===== src/rtl/whackamole_engine.sv =====
// Whack-a-mole game core: LFSR-driven mole spawning, per-mole lifetimes, a tick-driven
// countdown timer and saturating hit/miss/escape counters for N buttons and LEDs.
module whackamole_engine #(
  parameter int          NUM_MOLES     = 5,
  parameter int          MAX_ACTIVE    = 2,
  parameter int          MOLE_LIFETIME = 3,
  parameter int          GAME_SECONDS  = 30,
  parameter int          SCORE_W       = 8,
  parameter int          MISS_PENALTY  = 0,
  parameter logic [15:0] SEED          = 16'hACE1,
  localparam int         TIME_W        = $clog2(GAME_SECONDS + 1)
) (
  input  logic                 clock,
  input  logic                 reset,
  input  logic                 tick,
  input  logic                 start,
  input  logic [NUM_MOLES-1:0] hit_pulse,
  output logic [NUM_MOLES-1:0] mole_led,
  output logic [SCORE_W-1:0]   score,
  output logic [SCORE_W-1:0]   misses,
  output logic [SCORE_W-1:0]   escaped,
  output logic [TIME_W-1:0]    time_left,
  output logic                 game_active,
  output logic                 game_over
);

  localparam int LW   = $clog2(MOLE_LIFETIME + 1);
  localparam int CW   = $clog2(NUM_MOLES + 1);
  localparam int SUMW = ((SCORE_W > CW) ? SCORE_W : CW) + 1;
  localparam logic [SCORE_W-1:0] CNT_MAX = {SCORE_W{1'b1}};

  typedef enum logic [1:0] {IDLE, PLAYING, OVER} state_t;

  state_t                        state;
  logic [15:0]                   lfsr;
  logic [NUM_MOLES-1:0][LW-1:0]  life;
  logic [NUM_MOLES-1:0][LW-1:0]  life_next;
  logic [NUM_MOLES-1:0]          hit_mask;
  logic [NUM_MOLES-1:0]          miss_mask;
  logic [NUM_MOLES-1:0]          expire_mask;
  logic [NUM_MOLES-1:0]          spawn_mask;
  logic [CW-1:0]                 hit_cnt;
  logic [CW-1:0]                 miss_cnt;
  logic [CW-1:0]                 expire_cnt;
  logic [CW-1:0]                 lit_cnt;
  logic                          final_tick;
  logic                          live_tick;
  int                            spawn_idx;
  logic [SCORE_W-1:0]            score_next;

  function automatic logic [SCORE_W-1:0] sat_add(input logic [SCORE_W-1:0] a,
                                                 input logic [CW-1:0] n);
    logic [SUMW-1:0] s;
    s = SUMW'(a) + SUMW'(n);
    return (s > SUMW'(CNT_MAX)) ? CNT_MAX : SCORE_W'(s);
  endfunction

  function automatic logic [SCORE_W-1:0] floor_sub(input logic [SCORE_W-1:0] a,
                                                   input logic [CW-1:0] n);
    return (SUMW'(a) < SUMW'(n)) ? '0 : SCORE_W'(SUMW'(a) - SUMW'(n));
  endfunction

  always_comb begin
    hit_mask    = hit_pulse & mole_led;
    miss_mask   = hit_pulse & ~mole_led;
    expire_mask = '0;
    spawn_mask  = '0;
    life_next   = life;
    hit_cnt     = '0;
    miss_cnt    = '0;
    expire_cnt  = '0;
    lit_cnt     = '0;
    final_tick  = tick && (time_left == TIME_W'(1));
    live_tick   = tick && !final_tick;
    spawn_idx   = int'(lfsr % 16'(NUM_MOLES));
    for (int i = 0; i < NUM_MOLES; i++) begin
      hit_cnt  = hit_cnt + CW'(hit_mask[i]);
      miss_cnt = miss_cnt + CW'(miss_mask[i]);
      lit_cnt  = lit_cnt + CW'(mole_led[i]);
    end
    // A hit on the expiring tick takes priority: the hit mole is excluded from expiry.
    for (int i = 0; i < NUM_MOLES; i++) begin
      if (live_tick && mole_led[i] && !hit_mask[i]) begin
        if (life[i] == LW'(1)) expire_mask[i] = 1'b1;
        else                   life_next[i]   = life[i] - LW'(1);
      end
    end
    for (int i = 0; i < NUM_MOLES; i++) begin
      expire_cnt = expire_cnt + CW'(expire_mask[i]);
      if (live_tick && i == spawn_idx && !mole_led[i] && lit_cnt < CW'(MAX_ACTIVE)) begin
        spawn_mask[i] = 1'b1;
        life_next[i]  = LW'(MOLE_LIFETIME);
      end
    end
    score_next = sat_add(score, hit_cnt);
    if (MISS_PENALTY != 0) score_next = floor_sub(score_next, miss_cnt);
  end

  always_ff @(posedge clock or negedge reset) begin
    if (!reset) begin
      state       <= IDLE;
      lfsr        <= SEED;
      life        <= '0;
      mole_led    <= '0;
      score       <= '0;
      misses      <= '0;
      escaped     <= '0;
      time_left   <= '0;
      game_active <= 1'b0;
      game_over   <= 1'b0;
    end else begin
      lfsr <= {1'b0, lfsr[15:1]} ^ (lfsr[0] ? 16'hB400 : 16'h0000);
      case (state)
        IDLE, OVER: begin
          if (start) begin
            state       <= PLAYING;
            life        <= '0;
            mole_led    <= '0;
            score       <= '0;
            misses      <= '0;
            escaped     <= '0;
            time_left   <= TIME_W'(GAME_SECONDS);
            game_active <= 1'b1;
            game_over   <= 1'b0;
          end
        end
        PLAYING: begin
          score  <= score_next;
          misses <= sat_add(misses, miss_cnt);
          if (final_tick) begin
            state       <= OVER;
            time_left   <= '0;
            mole_led    <= '0;
            game_active <= 1'b0;
            game_over   <= 1'b1;
          end else begin
            if (tick) time_left <= time_left - TIME_W'(1);
            mole_led <= (mole_led & ~hit_mask & ~expire_mask) | spawn_mask;
            life     <= life_next;
            escaped  <= sat_add(escaped, expire_cnt);
          end
        end
        default: state <= IDLE;
      endcase
    end
  end

endmodule


===== config.mk =====
export PLATFORM = sky130hd
export DESIGN_NAME = whackamole_engine
export DESIGN_NICKNAME = d
export VERILOG_FILES = /design/src/rtl/whackamole_engine.sv
export SDC_FILE = /design/constraint.sdc
export NUM_CORES = 1
export LEC_CHECK = 0
export CAP_MARGIN = 20
export CORE_ASPECT_RATIO = 0.7
export CORE_MARGIN = 2
export CORE_UTILIZATION = 36
export DETAILED_ROUTE_END_ITERATION = 16
export PLACE_DENSITY = 0.62
export SYNTH_ARGS = -nofsm -noshare
export SYNTH_HDL_FRONTEND = slang
export SYNTH_SLANG_ARGS = --single-unit

===== constraint.sdc =====
create_clock -name clock -period 12.9 [get_ports clock]
set_clock_uncertainty 0.2 [all_clocks]
set_input_delay 3.87 -clock clock [delete_from_list [all_inputs] [get_ports clock]]
set_output_delay 3.87 -clock clock [all_outputs]
set_load 0.01 [all_outputs]

==> flow_summary.yaml, run 1 <==
layout:
  drive_gt1_frac: 0.207
  final_nets: 1317
  n_antenna_cell: 0
  final_cells: 1611
  utilization: 0.428
  syn2layout_area_growth_pct: 16.6
yosys:
  syn_nets: 1253
  ys_ff_latch: 64
  netlist_instances: 1211
  seq_area_frac_synth: 0.171
  netlist_area_sq_um: 9440
  synth_top_area_share: 0.148
  ys_types: 137
  synth-async-reset-ratio: 1.00
  syn_avg_cell_area_sq_um: 7.80
  ys.warnings.count: 0
  synthFlopType: "dfrtp_1"
  synth_area_leaders: "dfrtp_1 15%, a21oi_1 4.3%, nor2_1 4.3%, nand2_1 4.2%, xnor2_1 3.6%"
  synth_edf_count: 0
  yosysTopAreaCell: "dfrtp_1"
sta:
  relSlewSlack: 0.336
  hold_slack_ns: 0.289
  post-route-period-util: 0.967
  setup_viol: 0
  rsz0062_at_grt: "yes"
  timing.fmax_mhz: 80.2
  hold_viol: 0
  tns_ns: 0
  maxSlewViolCount: 0
  tightest_slew_ns: 0.989
  layout_min_cycle_time_ns: 12.47
detailed_routing:
  wl_mm: 28.0
  viasPerCell: 6.07
  postRouteAntennaNets: 0
  vias: 9777
  drc: 0
  firstDrtPassIters: 5
  routedWlPerCell_um: 17.4
  drtIter0Drc: 782
run:
  cap_violations: 0
hold_path:
  hp-class: "flip-flop to flip-flop"
global_route:
  grt_usage: 0.196
  overflow: 0
  grt_pass1_wl_mm: 45.1
  antenna_found_initial: 0
  grt_pass1_vias: 8616
  grt_max_degree: 65
outcome:
  status: "complete, no violations"
clock_network:
  cts_tree: "yes"
  cts_root_buffer: "clkbuf_16"
  clk_latency_ns: 0.33
  cts_buffers: 9
  clock_path_buffers: 2
  path_clk_slew_ns: 0.06
  ctsHoldBuffers: 0
  ctsHtreeMaxLevel: 3
  clock_sinks: 64
placed_design:
  dp_hpwl_mm: 21.4
  place.gp.congestion: 0.937
  io_buffers: 44
  post-place-cells: 1585
worst_setup_path:
  cp_common_cell: "buf_4"
  startpoint_type: "flip-flop"
  cp-end-kind: "flip-flop"
  path_max_fanout: 13
  critPathMaxStageDelay_ns: 0.59
  worst_ep_arrival_time_ns: 12.50
  crit_required_ns: 12.93
  slowest_stage: "or4_4"
  worst-setup-path-type: "flip-flop to flip-flop"
die:
  top_level_ports: 45
  die_area_sq_um: 27600
  start_util: 0.367
  rows: 49
  die_w_um: 198
  die_h_um: 140
  core_area_sq_um: 25700
power:
  power_density_nw_per_um2: 87.1
  p_leak_nw: 4.47
  power_mw: 0.960
  ir_drop_v: 0.0000721
critical path: cells and delay by family, from the launching register on:
| kind | cells | cell delay (ns) |
|---|---|---|
| flops | 1 | 0.37 |
| compound gates | 21 | 4.70 |
| fa+ha+maj | 2 | 0.51 |
| buf+inv | 5 | 0.81 |
| simple gates | 18 | 5.60 |
| mux | 1 | 0.15 |
report_power, final:
group          switching, mW  leakage (nW)  internal [mW]
sequential            0.0587         0.786          0.258
combinational          0.202          3.54          0.192
clock                 0.0933         0.145          0.155
routing by layer:
layer | vias up | part of all wire | global-route usage
li1 | 4744 | - | -
met1 | 4655 | 0.51 | 0.322
met2 | 362 | 0.41 | 0.270
met3 | 16 | 0.073 | 0.0291
met4 | 0 | 0.0044 | 0.0257
met5 | - | 0 | 0
kinds of logic after synthesis:
family / Yosys count / share of synthesized area
simple gates: 522 / 0.313
compound gates: 398 / 0.312
buf+inv: 110 / 0.0676
flops: 64 / 0.171
xor+xnor: 53 / 0.0519
fa+ha+maj: 35 / 0.0538
mux: 29 / 0.0315
sequential cells by signal, summed over array words and instances, names as in the netlist:
signal / cells
life: 10
time_left: 5
game_over: 1
score: 8
misses: 8
escaped: 8
game_active: 1
lfsr: 16
state: 2
mole_led: 5
layout make-up:
class | count | area [sq um]
clock inverter | 6 | 67.6
sequential | 64 | 1610
timing repair buffer | 122 | 1020
fill | 2584 | 14700
multi-input combinational | 1038 | 7500
tap | 331 | 414
inverter | 40 | 150
clock buffer | 10 | 239
per-stage QoR:
step                instance area (sq um)  setup slack, ns
finish                              11000            0.429
global route                        11000           -0.143
CTS                                 10600           0.0596
global placement                    10300            0.401
detailed placement                  10300           0.0391
floorplan                            9440            0.785
what timing repair did:
item                                   CTS  global route
setup buffers                            0             9
gates resized for setup                  1            63
endpoints found under the hold margin    0             0
cloned                                   0             1
setup endpoints to repair                5            15
pin swaps                                0            15
cells in the final DEF, fill, tap and decap left out, types with 38 or more instances in the layout:
cell type and instances:
a21oi_1 77, buf_4 77, clkdlybuf4s50_1 43, dfrtp_1 56, nand2_1 106, nor2_1 107, nor3_1 38, o21ai_0 49
final timing paths:
kind | to | depth (start not counted) | startpoint | slack (ns)
worst max-delay path | life[3] | 47 | lfsr[14] | 0.43
worst min-delay path | game_over | 2 | game_over | 0.29
worst max register to register | life[3] | 47 | lfsr[14] | 0.43
worst min register to register | game_over | 2 | game_over | 0.29
max in group asynchronous | mole_led[4] | 2 | reset | 8.46
min in group asynchronous | misses[5] | 2 | reset | 3.50
cell usage after synthesis (8+ instances only):
| master | n |
|---|---|
| nor2_1 | 107 |
| nand2_1 | 106 |
| a21oi_1 | 81 |
| dfrtp_1 | 56 |
| o21ai_0 | 54 |
| nor3_1 | 43 |
| nand3_1 | 42 |
| xnor2_1 | 39 |
| inv_1 | 37 |
| clkbuf_1 | 28 |
| a31oi_1 | 25 |
| ha_1 | 23 |
| mux2i_1 | 23 |
| a211oi_1 | 22 |
| nor4_1 | 21 |
| o211ai_1 | 21 |
| o31ai_1 | 21 |
| and2_1 | 19 |
| buf_6 | 16 |
| nand2b_1 | 16 |
| nor2b_1 | 14 |
| o21a_1 | 13 |
| and3_1 | 12 |
| buf_2 | 12 |
| or3_1 | 12 |
| xor2_1 | 12 |
| a21o_1 | 10 |
| fa_1 | 10 |
| or2_2 | 10 |
| nand3b_1 | 9 |
| nand4_1 | 9 |
| o21ai_1 | 9 |
| dfstp_2 | 8 |
| o2111ai_1 | 8 |
| o22ai_1 | 8 |
Note: power is estimated with default switching activity, not from simulation.
==> inputs of run 2 (changes only) <==
--- a/config.mk
+++ b/config.mk
@@ -10,7 +10,9 @@
 export CORE_MARGIN = 2
 export CORE_UTILIZATION = 36
 export DETAILED_ROUTE_END_ITERATION = 16
+export HOLD_SLACK_MARGIN = 0.1
 export PLACE_DENSITY = 0.62
+export SLEW_MARGIN = 10
 export SYNTH_ARGS = -nofsm -noshare
 export SYNTH_HDL_FRONTEND = slang
 export SYNTH_SLANG_ARGS = --single-unit
==> results of run 2 <==
The final DEF is identical to that of run 1; final timing and power are the same.
